File: src/rtl/fetch_stage.sv
// Instruction fetch stage: requests one instruction at a time from imem, holds it
// for the datapath, then steps or redirects the PC; a misaligned target halts fetch.
module fetch_stage #(
  parameter int                    Data_Width = 32,
  parameter logic [Data_Width-1:0] RESET_PC   = '0
) (
  input  logic                  clk,
  input  logic                  rst_n,
  output logic                  imem_req,
  output logic [Data_Width-1:0] imem_addr,
  input  logic                  imem_ack,
  input  logic [Data_Width-1:0] imem_rdata,
  output logic                  instr_valid,
  input  logic                  instr_ready,
  output logic [Data_Width-1:0] instr,
  output logic [Data_Width-1:0] pc,
  output logic [Data_Width-1:0] newPC,
  input  logic                  eq,
  input  logic                  Branch,
  input  logic                  JumpSel,
  input  logic [Data_Width-1:0] ImmOp,
  output logic                  halted
);

  typedef enum logic [1:0] {
    IDLE,
    FETCH,
    HOLD,
    HALT
  } state_t;

  state_t                state;
  logic                  redirect;
  logic [Data_Width-1:0] next_pc;

  always_comb begin
    redirect = JumpSel | (Branch & eq);
    next_pc  = redirect ? (pc + ImmOp) : (pc + Data_Width'(4));
  end

  // The address is the PC itself, so it is stable for the whole request.
  assign imem_addr = pc;

  always_ff @(posedge clk or negedge rst_n) begin
    if (!rst_n) begin
      state       <= IDLE;
      pc          <= RESET_PC;
      newPC       <= RESET_PC + Data_Width'(4);
      instr       <= '0;
      instr_valid <= 1'b0;
      imem_req    <= 1'b0;
      halted      <= 1'b0;
    end else begin
      case (state)
        IDLE: begin
          state    <= FETCH;
          imem_req <= 1'b1;
        end
        FETCH: begin
          if (imem_ack) begin
            instr       <= imem_rdata;
            instr_valid <= 1'b1;
            imem_req    <= 1'b0;
            state       <= HOLD;
          end
        end
        HOLD: begin
          if (instr_ready) begin
            instr_valid <= 1'b0;
            if (next_pc[1:0] == 2'b00) begin
              pc       <= next_pc;
              newPC    <= next_pc + Data_Width'(4);
              imem_req <= 1'b1;
              state    <= FETCH;
            end else begin
              halted <= 1'b1;
              state  <= HALT;
            end
          end
        end
        HALT: begin
          imem_req <= 1'b0;
          state    <= HALT;
        end
        default: begin
          imem_req <= 1'b0;
          state    <= IDLE;
        end
      endcase
    end
  end

endmodule

File: config.mk
export PLATFORM = sky130hd
export DESIGN_NAME = fetch_stage
export DESIGN_NICKNAME = d
export VERILOG_FILES = /design/src/rtl/fetch_stage.sv
export SDC_FILE = /design/constraint.sdc
export NUM_CORES = 1
export LEC_CHECK = 0
export ABC_AREA = 1
export BUFFER_PORTS_ARGS = -buffer_cell sky130_fd_sc_hd__buf_2
export CAP_MARGIN = 25
export CORE_ASPECT_RATIO = 0.5
export CORE_MARGIN = 1
export CORE_UTILIZATION = 50
export CTS_CLUSTER_SIZE = 24
export DETAILED_ROUTE_END_ITERATION = 6
export GPL_TIMING_DRIVEN = 0
export PLACE_DENSITY = 0.8
export SYNTH_ARGS = -nofsm -noshare
export SYNTH_HDL_FRONTEND = slang
export SYNTH_SLANG_ARGS = --single-unit
File: constraint.sdc
create_clock -name clk -period 2.8 [get_ports clk]
set_clock_uncertainty 0.05 [all_clocks]
set_input_delay 0 -clock clk [delete_from_list [all_inputs] [get_ports clk]]
set_output_delay 0 -clock clk [all_outputs]
set_load 0.1 [all_outputs]
==> impl_metrics.csv, run 1 <==
group,metric,value,unit
outcome,status,"finished, violations left",
outcome,violations,"negative setup slack",
global_route,grt_max_degree,53,
critical_path,critPathSlowestCell,"dfrtp_4",
critical_path,worst_path_dominant_cell_family,"simple AND/OR/NAND/NOR gates",
job,maxCapViolCount,0,
drt,drt_iter0_drc,974,
logic_synthesis,yosys.area.top_type_share,0.297,
sta,finalCriticalPeriod,2.96,ns
logic_synthesis,yosys_warnings,0,
clock_network,root_buffer,"clkbuf_16",
global_route,grt_pass1_vias,9073,
critical_path,cp.arrival,3.15,ns
drt,drc,0,
logic_synthesis,post_synth_instance_area,8250,sq um
global_route,antenna_found_initial,0,
logic_synthesis,synthTopCellsByArea,"dfrtp_1 (30%), nand2_1 (21%), inv_1 (8.6%)",
global_route,grt_pass1_wl,47100,microns
sta,slew_violations,0,
finish,final_nets,1682,
clock_network,cts_max_level,3,
finish,syn_to_final_growth,40.6,%
sta,hold_violations,0,
sta,worst_pin_slew,0.675,ns
global_route,overflow,0,
logic_synthesis,synth_ff_type,"dfrtp_1",
logic_synthesis,yosys.area.top_type,"dfrtp_1",
sta,fin_crit_sh,1.06,
logic_synthesis,synth-edff-count,0,
drt,post_drt_via_cell_ratio,5.53,
critical_path,crit_buf_inv,2,
drt,ant_nets,0,
drt,wl_per_cell,18.0,microns
min_path,hold_class,"input port to flop",
global_route,grt_usage,0.362,
sta,fin_ws,-0.159,ns
critical_path,worstPathCellList,"ha_4, inv_2, fa_2, inv_4, nand2_4, nand2_4, nand3b_1, nand3_4, nand2_4, nor2_4, nand2_4, nor2_4, nand2_2, nor2_4, nand3_4, nor2_4, nand3_2, nand2_1, o21ai_1",
sta,rsz0062_at_grt,"true",
drt,drt_wl_total,32400,microns
placement,place_congestion,0.944,
logic_synthesis,netlist_instances,1284,
finish,drive_gt1_frac,0.358,
drt,route.vias.total,9971,
sta,slew_headroom,0.550,
critical_path,cp_max_fo,4,
placement,port_buffers,201,
clock_network,clock_path_buffers,2,
finish,antenna_cells,0,
finish,final_common_cell,"nand2_1",
placement,dp_hpwl,22700,microns
critical_path,worst_path_largest_cell_delay,0.43,ns
sta,setup_viol,18,
floorplanning,rows,32,
finish,final_cell_mix,"nand2_1 (411), buf_2 (208), inv_1 (184)",
clock_network,clk_pin_slew,0.07,ns
logic_synthesis,synth_fp_nets,1389,
logic_synthesis,yosysUniqueCellTypes,39,
critical_path,crit_type,"flop to flop",
logic_synthesis,seq_area_frac_synth,0.300,
logic_synthesis,async_flop_share,1.00,
critical_path,endpoint_kind,"flop",
floorplanning,die_width,184,microns
floorplanning,fp.dieH,92.8,microns
clock_network,clock_sinks,99,
sta,fin_hold_ws,0.0695,ns
clock_network,cts_tree,"built",
clock_network,clkLatencyLatePin,0.35,ns
critical_path,worstPathRequired,2.99,ns
floorplanning,die_area,17100,sq um
floorplanning,coreArea,15800,sq um
floorplanning,start_util,0.523,
critical_path,cp-start-kind,"flop",
logic_synthesis,synth_seq_cells,99,
logic_synthesis,syn_area_per_cell,6.43,sq um
clock_network,cts_made_buffers,9,
floorplanning,pin_count,202,
sta,timing.fmax,338,MHz
drt,drt_first_pass_iters,6,
## cells by family after synthesis
logic type	count (synthesis)	synth area share
AO/OA/AOI/OAI	93	0.0626
XOR/XNOR	14	0.0149
adder cells (fa/ha/maj)	34	0.0525
buffers and inverters	250	0.130
flip-flops	99	0.300
multiplexers	32	0.0437
AND/OR/NAND/NOR	762	0.396
## tightest hold or removal path: cells and delay by family
family,cells,cell delay [ns]
buffers and inverters,1,0.10
AO/OA/AOI/OAI,3,0.36
## metal layers
metal  wire length, microns  vias up  share of wire  track usage
met3                   3540       69           0.11       0.0606
met2                  13900      565           0.43        0.529
met1                  14300     4739           0.44        0.542
met4                    747        0          0.023       0.0986
li1                       -     4598              -            -
met5                      0        -              0            0
## stage by stage
stage / util / setup WS, ns / cells / cell area [sq um] / setup TNS, ns
after global placement: 0.608 / -0.329 / 1706 / 9590 / -6.25
after floorplan: - / -0.0226 / 1284 / 8310 / -0.0363
final: 0.735 / -0.159 / 1803 / 11600 / -1.61
after global routing: 0.735 / -0.277 / 1803 / 11600 / -3.73
after CTS: 0.688 / -0.00944 / 1776 / 10800 / -0.0196
after detailed placement: 0.610 / -0.366 / 1707 / 9620 / -7.67
## cell usage after synthesis (3+ instances only)
master	instances
a21oi_1	23
buf_1	4
buf_2	5
buf_4	34
clkbuf_1	13
dfrtp_1	98
ha_1	33
inv_1	188
inv_2	6
mux2_2	32
nand2_1	464
nand2_2	7
nand3_1	127
nand3_2	3
nand3b_1	6
nand4_1	21
nor2_1	87
nor2_2	13
nor2_4	8
nor3_1	19
o21ai_0	44
o21ai_1	10
o21bai_1	4
o31ai_1	3
xor2_1	12
## registers in the layout, summed over array words and instances (netlist names)
| register | cells |
|---|---|
| halted | 1 |
| imem_addr | 32 |
| state | 2 |
| imem_req | 1 |
| instr_valid | 1 |
| instr | 32 |
| newPC | 30 |
## path summary, 6_finish.rpt
check                        startpoint            end  slack, ns  depth (start not counted)
max                        imem_addr[0]      newPC[17]      -0.16                         19
min                             JumpSel       newPC[2]       0.07                          4
max reg2reg                imem_addr[0]      newPC[17]      -0.16                         19
min reg2reg                    newPC[3]       newPC[3]       0.42                          2
max in group asynchronous         rst_n  imem_addr[22]       1.86                          3
min in group asynchronous         rst_n    instr_valid       0.16                          2
## area by class of cell
class | instances | area [sq um]
inverter | 194 | 733
clock buffer | 9 | 225
tap | 221 | 277
clock inverter | 7 | 87.6
fill | 1263 | 4180
timing repair buffer | 282 | 1740
multi-input combinational | 935 | 5660
buffer | 56 | 359
sequential | 99 | 2520
## timing repair
action	in CTS	in global routing
buffers inserted	18	27
hold endpoints to repair	82	0
setup endpoints to repair	41	46
pin swaps	25	43
gates resized for setup	78	148
gates cloned	0	0
hold buffers	35	0
Power of run 1 is left out: the tool's default activity adds up to more than one toggle a clock period on the data nets, which glitch-free logic cannot reach.
==> run 2, diff against run 1 <==
==> config.mk (replaced) <==
export PLATFORM = sky130hd
export DESIGN_NAME = fetch_stage
export DESIGN_NICKNAME = d
export VERILOG_FILES = /design/src/rtl/fetch_stage.sv
export SDC_FILE = /design/constraint.sdc
export NUM_CORES = 1
export LEC_CHECK = 0
export ABC_AREA = 1
export CAP_MARGIN = 25
export CORE_ASPECT_RATIO = 1.2
export CORE_MARGIN = 1
export CORE_UTILIZATION = 55
export CTS_CLUSTER_SIZE = 24
export DETAILED_ROUTE_END_ITERATION = 6
export DONT_BUFFER_PORTS = 1
export GPL_TIMING_DRIVEN = 0
export PLACE_DENSITY = 0.75
export SYNTH_ARGS = -nofsm -noshare
export SYNTH_HDL_FRONTEND = slang
export SYNTH_SLANG_ARGS = --single-unit
==> run 2 against run 1 <==
Effect of this change:
- the flow still finishes with violations (negative setup slack)
- hold slack got worse by 0.036 ns
- flip-flop and latch count unchanged
- critical path depth unchanged
- maximum frequency decreased by 5.7%
- first-iteration DRC count decreased by 15%
- setup slack got worse by 0.18 ns
- core utilization increased by 0.66 points
- global-route usage decreased by 2.0 points
- sequential share of layout area increased by 2.2 points
- count of clock-buffer cells in the layout unchanged
- cell area decreased by 7.0%
- cell count decreased by 12%
- critical endpoint unchanged
- highest routed layer unchanged
==> impl_metrics.csv, run 2 (synthesis results as in run 1) <==
group,metric,value,unit
clock_network,clkLatencyLatePin,0.35,ns
critical_path,cp.arrival,3.32,ns
drt,wl_per_cell,17.4,microns
critical_path,crit_buf_inv,2,
floorplanning,start_util,0.568,
drt,drt_first_pass_iters,7,
sta,hold_violations,0,
floorplanning,die_width,114,microns
finish,syn_to_final_growth,30.7,%
critical_path,cp-start-kind,"flop",
global_route,grt_max_degree,100,
global_route,grt_usage,0.341,
floorplanning,rows,48,
critical_path,crit_cells,19,
finish,final_common_cell,"nand2_1",
drt,drt_wl_total,27700,microns
clock_network,root_buffer,"clkbuf_16",
outcome,violations,"negative setup slack",
floorplanning,die_area,15500,sq um
sta,setup_viol,22,
placement,pre_cts_slack,-0.575,ns
finish,antenna_cells,0,
critical_path,crit_type,"flop to flop",
clock_network,cts_max_level,3,
global_route,grt_pass1_vias,8368,
sta,slew_headroom,0.318,
critical_path,r2r_cells,19,
floorplanning,coreArea,14500,sq um
critical_path,r2r-end,"newPC[17]",
finish,final_util,0.742,
placement,dp_hpwl,19100,microns
finish,final_cell_mix,"nand2_1 (411), inv_1 (182), nand3_1 (92)",
floorplanning,fp.dieH,136,microns
critical_path,critPathSlowestCell,"dfrtp_4",
finish,layout.cells.non_filler,1592,
clock_network,cts_tree,"built",
placement,dp.cells,1487,
drt,route.vias.total,8907,
critical_path,r2r_setup_slack,-0.34,ns
outcome,status,"finished, violations left",
critical_path,worst_path_dominant_cell_family,"simple AND/OR/NAND/NOR gates",
sta,slew_violations,0,
critical_path,worst_path_largest_cell_delay,0.66,ns
drt,post_drt_via_cell_ratio,5.59,
critical_path,r2r-start,"imem_addr[0]",
finish,drive_gt1_frac,0.267,
clock_network,clk_pin_slew,0.08,ns
floorplanning,pin_count,202,
clock_network,clock_path_buffers,2,
critical_path,endpoint_kind,"flop",
global_route,grt_pass1_wl,40700,microns
drt,drt_iter0_drc,829,
drt,ant_nets,0,
critical_path,worstPathRequired,2.98,ns
clock_network,clock_sinks,99,
critical_path,worstPathCellList,"ha_4, inv_2, fa_2, inv_4, nand2_4, nand2_4, nand3_2, nand3_1, nand3_2, nand2_2, nand2_4, nor2_4, nand2_2, nor2_4, nand3_4, nor2_4, nand3_2, nand2_2, o21ai_2",
finish,fillerInstances,1117,
global_route,antenna_found_initial,0,
sta,worst_pin_slew,1.02,ns
min_path,hold_class,"input port to flop",
global_route,overflow,0,
placement,port_buffers,0,
finish,final_nets,1492,
clock_network,cts_made_buffers,9,
sta,finalCriticalPeriod,3.14,ns
placement,place_congestion,0.952,
critical_path,cp-startpoint,"imem_addr[0]",
sta,timing.fmax,319,MHz
critical_path,cp-endpoint,"newPC[17]",
sta,rsz0062_at_grt,"true",
job,maxCapViolCount,0,
critical_path,cp_max_fo,5,
sta,fin_ws,-0.339,ns
drt,drc,0,
sta,fin_crit_sh,1.12,
run 2: worst min path at each step:
| stage | to | start | cells after the start |
|---|---|---|---|
| 2_1_floorplan | halted | rst_n | 0 |
| 3_3_place_gp | instr[30] | rst_n | 0 |
| 3_5_place_dp | instr[30] | rst_n | 0 |
| 4_1_cts | imem_addr[4] | JumpSel | 4 |
| 5_1_grt | imem_addr[4] | JumpSel | 4 |
| 6_report | imem_addr[31] | ImmOp[31] | 5 |
run 2: cell type report:
type,instances,area [sq um],area share
Multi-Input combinational cell,935,5650,0.524
Sequential cell,99,2580,0.239
Timing Repair Buffer,92,881,0.0817
Inverter,194,736,0.0682
Buffer,56,379,0.0352
Tap cell,200,250,0.0232
Clock buffer,9,225,0.0209
Clock inverter,7,82.6,0.00766
run 2: worst register-to-register path, delay by kind of cell, from the launching register on:
| family | cells | cell delay, ns |
|---|---|---|
| AO/OA/AOI/OAI | 1 | 0.06 |
| adder cells (fa/ha/maj) | 2 | 0.57 |
| buffers and inverters | 2 | 0.14 |
| flip-flops | 1 | 0.66 |
| AND/OR/NAND/NOR | 14 | 1.55 |
run 2: through the flow:
stage / setup TNS [ns] / cell area [sq um] / hold WS [ns]
floorplan: -0.0363 / 8310 / -0.346
global placement: -19.39 / 8560 / -0.344
detailed placement: -20.05 / 8640 / -0.344
CTS: -2.72 / 10200 / 0.0178
global route: -7.67 / 10800 / 0.0600
finish: -5.04 / 10800 / 0.0335
run 2: routing by layer:
metal  global-route usage  vias to the layer above  wire length [microns]
li1                     -                     4226                      -
met1                0.403                     4131                  10700
met2                0.593                      463                  13600
met3               0.0673                       87                   2200
met4                0.166                        0                   1160
met5                    0                        -                      0
run 2: timing repair:
action | 4_1_cts | 5_1_grt
hold endpoints to repair | 136 | 0
gates resized for setup | 152 | 105
setup buffers | 28 | 23
endpoints found under the setup margin | 62 | 46
pin swaps | 28 | 55
hold buffers | 38 | 0
Power of run 2 is left out for the same reason.
